`src/rtl/rv32i_pkg.sv`:
```
`default_nettype none
// ============================================================================
//  Module      : rv32i_pkg
//  Description : Shared RV32I types for the regfile write-port arbiter slice.
//                Register address/data types, register count and the
//                starvation-FSM state encoding.
//  Revision    : 1.0  initial release
// ============================================================================
package rv32i_pkg;

    localparam int NUM_REGS = 32;
    localparam int REG_AW   = 5;
    localparam int XLEN     = 32;

    typedef logic [REG_AW-1:0] regaddr_t;
    typedef logic [XLEN-1:0]   word_t;

    typedef enum logic [1:0] {
        IDLE  = 2'd0,
        WAIT  = 2'd1,
        FORCE = 2'd2
    } arb_state_t;

endpackage
`default_nettype wire

```
`src/rtl/regfile_scoreboard.sv`:
```
`default_nettype none
// ============================================================================
//  Module      : regfile_scoreboard
//  Description : Busy scoreboard for long-latency destinations plus the
//                outstanding-op counter.
//  Ports       : clk, rst (async active-low)
//                issue_valid/issue_rd   - LL op issued by decode
//                ll_accept/ll_rd        - LL result written back this cycle
//                dec_rs1/rs2/rd         - decode operands to check
//                hazard                 - any decode operand is busy
//                issue_ready            - room for another LL op
//  Revision    : 1.0  initial release
// ============================================================================
module regfile_scoreboard
    import rv32i_pkg::*;
#(
    parameter int MAX_OUTSTANDING = 4
) (
    input  logic     clk,
    input  logic     rst,
    input  logic     issue_valid,
    input  regaddr_t issue_rd,
    input  logic     ll_accept,
    input  regaddr_t ll_rd,
    input  regaddr_t dec_rs1,
    input  regaddr_t dec_rs2,
    input  regaddr_t dec_rd,
    output logic     hazard,
    output logic     issue_ready
);

    localparam int CW = $clog2(MAX_OUTSTANDING + 1);

    logic [CW-1:0]       outstanding;
    logic [NUM_REGS-1:0] busy;
    logic                issue_fire;

    // Gated by reset so nothing is handed out while the block is held in reset.
    assign issue_ready = rst & (outstanding < CW'(MAX_OUTSTANDING));
    assign issue_fire  = issue_valid & issue_ready;

    always_ff @(posedge clk or negedge rst) begin
        if (!rst) begin
            outstanding <= '0;
        end else begin
            case ({issue_fire, ll_accept})
                2'b10:   outstanding <= outstanding + CW'(1);
                2'b01:   if (outstanding != '0) outstanding <= outstanding - CW'(1);
                default: outstanding <= outstanding;
            endcase
        end
    end

    // One flop per architectural register; x0 is hard-wired idle.
    // A same-cycle set and clear on one register resolves to set: the new
    // op's result is still owed even though an older one just landed.
    generate
        for (genvar i = 0; i < NUM_REGS; i++) begin : g_busy
            if (i == 0) begin : g_x0
                assign busy[i] = 1'b0;
            end else begin : g_reg
                logic busy_q;
                always_ff @(posedge clk or negedge rst) begin
                    if (!rst) begin
                        busy_q <= 1'b0;
                    end else if (issue_fire && issue_rd == regaddr_t'(i)) begin
                        busy_q <= 1'b1;
                    end else if (ll_accept && ll_rd == regaddr_t'(i)) begin
                        busy_q <= 1'b0;
                    end
                end
                assign busy[i] = busy_q;
            end
        end
    endgenerate

    // Registered busy only: a register cleared this cycle still reports a hazard.
    assign hazard = busy[dec_rs1] | busy[dec_rs2] | busy[dec_rd];

endmodule
`default_nettype wire

```
`src/rtl/regfile_wb_arbiter.sv`:
```
`default_nettype none
// ============================================================================
//  Module      : regfile_wb_arbiter
//  Description : Owns the single regfile write port. Pipeline writeback has
//                fixed priority; the long-latency unit gets the port when WB
//                leaves it free. Tracks LL destinations for hazard detection
//                and requests a WB bubble when LL has been starved too long.
//  Ports       : clk, rst (async active-low)
//                wb_valid/wb_rd/wb_data        - pipeline writeback
//                ll_valid/ll_rd/ll_data/ll_ready - LL result handshake
//                issue_valid/issue_rd/issue_ready - LL issue from decode
//                dec_rs1/dec_rs2/dec_rd/hazard  - decode hazard query
//                stall_req                      - registered bubble request
//                rf_we/rf_writeaddr/rf_writedata - regfile write port
//  Revision    : 1.0  initial release
// ============================================================================
module regfile_wb_arbiter
    import rv32i_pkg::*;
#(
    parameter int MAX_OUTSTANDING = 4,
    parameter int MAX_WAIT        = 8
) (
    input  logic     clk,
    input  logic     rst,
    input  logic     wb_valid,
    input  regaddr_t wb_rd,
    input  word_t    wb_data,
    input  logic     ll_valid,
    input  regaddr_t ll_rd,
    input  word_t    ll_data,
    output logic     ll_ready,
    input  logic     issue_valid,
    input  regaddr_t issue_rd,
    output logic     issue_ready,
    input  regaddr_t dec_rs1,
    input  regaddr_t dec_rs2,
    input  regaddr_t dec_rd,
    output logic     hazard,
    output logic     stall_req,
    output logic     rf_we,
    output regaddr_t rf_writeaddr,
    output word_t    rf_writedata
);

    logic       occupied;
    logic       ll_grant;
    arb_state_t state, state_next;
    logic [7:0] wait_cnt, wait_cnt_next;

    // ------------------------------------------------------------------
    // Grant mux. A WB write to x0 is a no-op and leaves the port free.
    // ------------------------------------------------------------------
    assign occupied = wb_valid & (wb_rd != '0);
    assign ll_ready = rst & ll_valid & ~occupied;
    assign ll_grant = ll_ready & ~occupied;

    // LL results for x0 are consumed without a write.
    assign rf_we        = rst & (occupied | (ll_grant & (ll_rd != '0)));
    assign rf_writeaddr = ll_grant ? ll_rd   : wb_rd;
    assign rf_writedata = ll_grant ? ll_data : wb_data;

    regfile_scoreboard #(
        .MAX_OUTSTANDING (MAX_OUTSTANDING)
    ) u_scoreboard (
        .clk         (clk),
        .rst         (rst),
        .issue_valid (issue_valid),
        .issue_rd    (issue_rd),
        .ll_accept   (ll_ready),
        .ll_rd       (ll_rd),
        .dec_rs1     (dec_rs1),
        .dec_rs2     (dec_rs2),
        .dec_rd      (dec_rd),
        .hazard      (hazard),
        .issue_ready (issue_ready)
    );

    // ------------------------------------------------------------------
    // Starvation FSM: wait_cnt counts consecutive cycles LL has been
    // blocked by WB. Reaching MAX_WAIT blocked cycles moves to FORCE.
    // ------------------------------------------------------------------
    always_ff @(posedge clk or negedge rst) begin
        if (!rst) begin
            state     <= IDLE;
            wait_cnt  <= 8'd0;
            stall_req <= 1'b0;
        end else begin
            state     <= state_next;
            wait_cnt  <= wait_cnt_next;
            // Registered so it is high exactly while the FSM sits in FORCE.
            stall_req <= (state_next == FORCE);
        end
    end

    always_comb begin
        state_next    = state;
        wait_cnt_next = wait_cnt;
        case (state)
            IDLE: begin
                if (ll_valid && occupied) begin
                    state_next    = WAIT;
                    wait_cnt_next = 8'd1;
                end else begin
                    wait_cnt_next = 8'd0;
                end
            end
            WAIT: begin
                if (ll_ready || !ll_valid) begin
                    state_next    = IDLE;
                    wait_cnt_next = 8'd0;
                end else if (wait_cnt == 8'(MAX_WAIT - 1)) begin
                    state_next    = FORCE;
                end else begin
                    wait_cnt_next = wait_cnt + 8'd1;
                end
            end
            FORCE: begin
                if (ll_ready || !ll_valid) begin
                    state_next    = IDLE;
                    wait_cnt_next = 8'd0;
                end
            end
            default: begin
                state_next    = IDLE;
                wait_cnt_next = 8'd0;
            end
        endcase
    end

endmodule
`default_nettype wire
```
`config.mk`:
```
export PLATFORM = sky130hd
export DESIGN_NAME = regfile_wb_arbiter
export DESIGN_NICKNAME = d
export VERILOG_FILES = /design/src/rtl/rv32i_pkg.sv /design/src/rtl/regfile_scoreboard.sv /design/src/rtl/regfile_wb_arbiter.sv
export SDC_FILE = /design/constraint.sdc
export NUM_CORES = 1
export LEC_CHECK = 0
export ABC_AREA = 1
export BUFFER_PORTS_ARGS = -buffer_cell sky130_fd_sc_hd__buf_2
export CORE_AREA = 2 2 101 103
export CTS_BUF_LIST = sky130_fd_sc_hd__clkbuf_8
export DETAILED_ROUTE_END_ITERATION = 12
export DIE_AREA = 0 0 103 105
export PLACE_DENSITY = 0.71
export REMOVE_ABC_BUFFERS = 1
export SLEW_MARGIN = 20
export SYNTH_ARGS = -nofsm -noshare
export SYNTH_HDL_FRONTEND = slang
export SYNTH_SLANG_ARGS = --single-unit
```
`constraint.sdc`:
```
create_clock -name clk -period 2.11 [get_ports clk]
set_clock_uncertainty 0.15 [all_clocks]
set_input_delay 0 -clock clk [delete_from_list [all_inputs] [get_ports clk]]
set_output_delay 0 -clock clk [all_outputs]
set_load 0.005 [all_outputs]
```
Word-level counts from Yosys, hierarchy flattened
Cells that the tools add are included.
Widths: inputs -> output; s select.
{"block": "totals", "inputBits": 99, "word_cells": 310, "output_inout_bits": 42, "register_bits": 45}
{"block": "op_classes", "n_reduce_logical": 103, "n_mux": 82, "n_eq_ne": 71, "n_lt_le_gt_ge": 4, "bitwise_logic": 12, "add_sub_neg": 3}
{"operator": "$eq 5x5->1 const B", "count": 32}
{"operator": "$eq 5x4->1 const B", "count": 16}
{"operator": "$mux 1", "count": 66}
{"operator": "$reduce_bool 2->1", "count": 32}
{"operator": "$logic_and 1x1->1", "count": 63}
{"operator": "$eq 5x3->1 const B", "count": 8}
{"operator": "$mux 32", "count": 1}
{"operator": "$mux 8", "count": 3}
{"operator": "$pmux 8 s3", "count": 1}
{"operator": "$eq 5x2->1 const B", "count": 4}
{"operator": "$lt 5x6->1 const B", "count": 3}
{"operator": "$bmux 1 s5", "count": 3}
{"operator": "$eq 5x1->1 const B", "count": 2}
{"operator": "$reduce_bool 5->1", "count": 2}
{"operator": "$add 8x1->8 const B", "count": 1}
{"operator": "$and 1x1->1", "count": 8}
{"operator": "$eq 8x3->1 const B", "count": 1}
{"operator": "$mux 2", "count": 4}
{"operator": "$eq 2x2->1 const B", "count": 3}
{"operator": "$pmux 2 s3", "count": 1}
{"operator": "$pmux 3 s2", "count": 1}
{"operator": "$mux 5", "count": 1}
{"operator": "$eq 2x1->1 const B", "count": 2}
{"operator": "$reduce_and 2->1", "count": 2}
{"operator": "13 further kinds", "count": 15}

Logic depth before layout (Yosys ltp)
{"block": "logic_depth", "ltp_word": 8, "depth_mapped": 11, "mapped_depth_nobuf": 11}

By module
From an unflattened synthesis, not the netlist that was laid out.
{"block": "hier_totals", "cells_unflattened": 662, "area_unflattened_um2": 3895.0}
{"module": "regfile_scoreboard", "cells_per_inst": 445, "seq_area_each_um2": 850.8, "area_per_inst_um2": 2726.4, "n_inst": 1}
{"module": "regfile_wb_arbiter", "cells_per_inst": 217, "seq_area_each_um2": 275.3, "area_per_inst_um2": 1168.6, "n_inst": 1}

Least setup slack after synthesis
OpenSTA, ideal clock, no wires.
{"block": "synth_path", "kind": "reg2reg", "from": "reg u_scoreboard.outstanding[2]", "to": "reg u_scoreboard.outstanding[2]", "arrival_ns": 1.550, "t_required_ns": 1.843, "path_slack_ns": 0.293, "setup_time_ns": 0.117, "path_buffers": 0, "period_less_slack_ns": 1.817, "path_stages_with_launch": 10, "path_cell_list": "dfrtp_1 -> nor2_1 -> nand2_1 -> nand3_1 -> inv_1 -> fa_1 -> nand2_1 -> nand3_1 -> nand2_1 -> nand2_1"}
{"block": "synth_between", "elab_chain_len": 6, "elab_cells_between_ends": 13, "cone_classes": "2 x add/sub; 1 x order compare; 3 x eq/ne; 2 x mux; 2 x bitwise; 3 x reduce/logical"}
{"item": "start: declaration", "line": "regfile_scoreboard.sv:34", "text": "logic [CW-1:0] outstanding;"}
{"item": "start signal: assignment", "line": "regfile_scoreboard.sv:47", "text": "2'b10: outstanding <= outstanding + CW'(1);"}
{"item": "start signal: assignment", "line": "regfile_scoreboard.sv:48", "text": "2'b01: if (outstanding != '0) outstanding <= outstanding - CW'(1);"}
{"item": "start signal: assignment", "line": "regfile_scoreboard.sv:49", "text": "default: outstanding <= outstanding;"}
{"item": "$lt 3x3->1 (*)", "line": "regfile_scoreboard.sv:39", "text": "assign issue_ready = rst & (outstanding < CW'(MAX_OUTSTANDING));"}
{"item": "$and 1x1->1 (*)", "line": "regfile_scoreboard.sv:39"}
{"item": "named net issue_ready", "line": "regfile_wb_arbiter.sv:34", "text": "output logic issue_ready,"}
{"item": "$and 1x1->1 (*)", "line": "regfile_scoreboard.sv:40", "text": "assign issue_fire = issue_valid & issue_ready;"}
{"item": "$eq 2x1->1 / $eq 2x2->1 (equally long branches)", "line": "regfile_scoreboard.sv:46", "text": "case ({issue_fire, ll_accept})"}
{"item": "$ne 2x1->1 (no line) / $reduce_bool 2->1 (equally long branches)"}
{"item": "$reduce_and 2->1 (no line)"}
The timed path passes the listed nets; every way through them passes the cells marked *. The select of a mux whose other input is x is not followed.
A chain may end at the register's enable or synchronous reset.

Final worst setup path
{"block": "layout_path", "from": "in rst", "to": "reg u_scoreboard.g_busy[15].g_reg.busy_q"}
{"block": "layout_between", "elab_chain_len": 4, "elab_cells_between_ends": 8, "cone_classes": "1 x mux; 4 x bitwise; 3 x reduce/logical"}
{"item": "start: declaration", "line": "regfile_wb_arbiter.sv:24", "text": "input logic rst,"}
{"item": "$and 1x1->1, on equally long branches", "line": "regfile_scoreboard.sv:39, regfile_wb_arbiter.sv:54"}
{"item": "$and 1x1->1, on equally long branches", "line": "regfile_scoreboard.sv:40, regfile_wb_arbiter.sv:54"}
{"item": "$logic_and 1x1->1, on equally long branches", "line": "regfile_scoreboard.sv:66, regfile_scoreboard.sv:68"}
{"item": "$mux 1 / $reduce_bool 2->1 (equally long branches)"}
{"item": "end signal: assignment", "line": "regfile_scoreboard.sv:65", "text": "busy_q <= 1'b0;"}
{"item": "end signal: assignment", "line": "regfile_scoreboard.sv:67", "text": "busy_q <= 1'b1;"}
{"item": "end signal: assignment", "line": "regfile_scoreboard.sv:69", "text": "busy_q <= 1'b0;"}
{"item": "end: declaration", "line": "regfile_scoreboard.sv:62", "text": "logic busy_q;"}
Several ways; a longest one is shown, not always the timed one.

==> run metrics <==
Most used DFF post-synth=dfrtp_1; DRC viols=0; placed cells=slightly above 900; post-DP HPWL=around 9300 microns; post-CTS setup repair buffer count=0; Worst setup EP type=flop; ant diodes=0; Peak VDD IR=0.5062 mV; CP arrival=2020 ps; outcome=completed; global route overflow=0; RSZ-0062 raised after global routing=false; IO Pins=141; Post-Synthesis Cells=657; final cycle utilization of the critical path=0.9407; global placer's final weighted congestion=0.9475; Seq cells post-synth=45; Relative slew margins=0.6245; Max clock buf depth=2; Synth async-reset ratio=1.000; Port Buffers=140; final WL=12120 microns; Via Count=between 4000 and 5000; DR vias/cell=4.904; Worst-Margin Slew=563.2 ps; Routed Antenna Nets=0; Core ar.=between 0.009 and 0.01 sq mm; maxcap violations=0; Synth Warn #=0; count leader, synth=nand2_1; Total Power=2.845 mW; Row Count=36; CTS tree=built; Highest Clock Rate=0.5038 GHz; CTS Buf Count=5; share of the synthesized area in the top cell type=0.2988; area grow syn2layout=26.39%; routed len/inst=12.99 microns; Final Util=0.4942; largest cells by area after synthesis=dfrtp_1 (30%), nand2_1 (30%), nand3_1 (11%); Worst Path Max Fanout=15; Initial Util=0.3910; initial DRC count=about 300; hold path depth=5; Post-synth EDFFs=0; top cell type by total area after synthesis=dfrtp_1; CTS sink cnt=45; Pwr per Cell Area=597.3 mW/mm^2; Post-Route Setup TNS=0 ps; vias in the first global route=4167; initial antenna violation count=0; Req. time, crit path=about 2200 ps; Final Max Tran Viols=0; router iterations before antenna repair=5; Mean Syn Cell Area=5.736 sq um; Setup-failing EPs final=0; share of cells above drive strength 1=0.2175; crit path kind=in -> reg; NumNets Final=900; Seq/Total Area, Yosys=0.2988; all-layer global routing usage=0.2309; leak pwr=2.728 nW; FF-to-FF path depth=6; Final Non-Filler Cells=933; depth of the CTS H-tree=2; Cell variety after synth=28; Worst-path clk slew=80 ps; Root Buffer=clkbuf_8; Die X=103 microns; CP startpoint kind=input port; top cells by count, synth=nand2_1 (299), nand3_1 (85), inv_1 (74), nor2_1 (48), dfrtp_1 (45); Die Ht=~110 microns; Tmin final=1985 ps; worst skew pair latency=about 300 ps; Final Hold Vio Count=0; worst min-delay path class=in -> reg; first-pass GRT wire length=20170 microns; Post-Syn Area=between 0.003 and 0.004 sq mm; largest net degree at the start of global routing=46; Die Area=approximately 0.011 sq mm
-- cell type report --
| type | count | area (sq um) |
|---|---|---|
| flip-flops and latches | 45 | 1126 |
| inverters | 78 | 292.8 |
| well taps | 133 | 166.4 |
| clock buffers | 5 | 68.82 |
| clock inverters | 3 | 15.01 |
| fillers | 1019 | 4876 |
| repair buffers | 158 | 865.8 |
| multi-input cells | 511 | 2228 |
-- logic make-up (layout without fill, tap and decap cells) --
logic type	count (synthesis)	count (layout)	synth area share
simple gates	449	449	0.4887
buf+inv	101	244	0.1106
compound gates	59	59	0.09097
flops	45	45	0.2988
fa+ha+maj	2	2	0.008632
xor+xnor	1	1	0.002324
-- state kept, by name, indices dropped and copies added (netlist names) --
signal / flops
stall_req: 1
wait_cnt: 8
u_scoreboard.outstanding: 3
u_scoreboard.g_busy.g_reg.busy_q: 31
state: 2
-- critical path, stage by stage --
cell and delay, ps:
dlygate4sd3_1 520, buf_2 120, nand2_1 60, inv_2 80, nand2_4 80, or2_4 340, o21ai_0 180, o21ai_1 80
dlygate4sd3_1 550
-- cells in the final DEF, fill, tap and decap left out, types with 2 or more instances in the layout --
master	netlist	layout
buf_2	12	140
nand4_1	7	7
clkbuf_8	0	5
dlygate4sd3_1	0	12
nand2_2	3	3
nand2_1	299	299
inv_2	4	4
nor2_2	1	2
buf_4	2	6
nand3_1	85	85
o21ai_1	3	5
o21ai_0	41	39
o21ai_2	11	11
nor3_1	2	2
nor2_1	48	47
dfrtp_1	45	45
inv_1	74	76
-- per-stage QoR --
step	worst slack (ps)	cell area, sq um	hold WS (ps)
3_5_place_dp	194.6	4557	11.37
6_report	125.1	4763	9.391
5_1_grt	18.64	4763	18.21
3_3_place_gp	274.3	4557	8.410
2_1_floorplan	293.3	3645	-445.6
4_1_cts	32.40	4781	8.081
-- metal layers --
layer | vias to the layer above | part of all wire | wire length [microns] | global-route usage
met5 | - | 0 | 0 | 0
met4 | 0 | 0.014 | 172 | 0.04323
met3 | 17 | 0.080 | 967 | 0.04147
met2 | 184 | 0.45 | 5462 | 0.3590
met1 | 2035 | 0.46 | 5515 | 0.3361
li1 | 2339 | - | - | -
-- path summary, 6_finish.rpt --
| path | from | slack (ps) | end |
|---|---|---|---|
| max in group asynchronous | rst | 1220 | u_scoreboard.g_busy[22].g_reg.busy_q$_DFFE_PN0P_ |
| hold / removal | ll_valid | 9 | wait_cnt[3]$_DFFE_PN0P_ |
| hold reg to reg | wait_cnt[3]$_DFFE_PN0P_ | 360 | wait_cnt[3]$_DFFE_PN0P_ |
| setup reg to reg | u_scoreboard.outstanding[2]$_DFFE_PN0P_ | 130 | u_scoreboard.g_busy[16].g_reg.busy_q$_DFFE_PN0P_ |
| setup / recovery | rst | 130 | u_scoreboard.g_busy[15].g_reg.busy_q$_DFFE_PN0P_ |
| min in group asynchronous | rst | 200 | u_scoreboard.outstanding[2]$_DFFE_PN0P_ |
-- timing repair --
item,in CTS,in global routing
setup endpoints to repair,0,3
hold buffers,14,0
hold endpoints to repair,60,0
resized for setup,0,3
-- report_power, final --
group          internal [mW]  switching, mW  total [mW]
Sequential              1.05          0.254        1.31
Clock                  0.225          0.280       0.504
Combinational          0.438          0.595        1.03
Power figures use the tool's default switching activity.
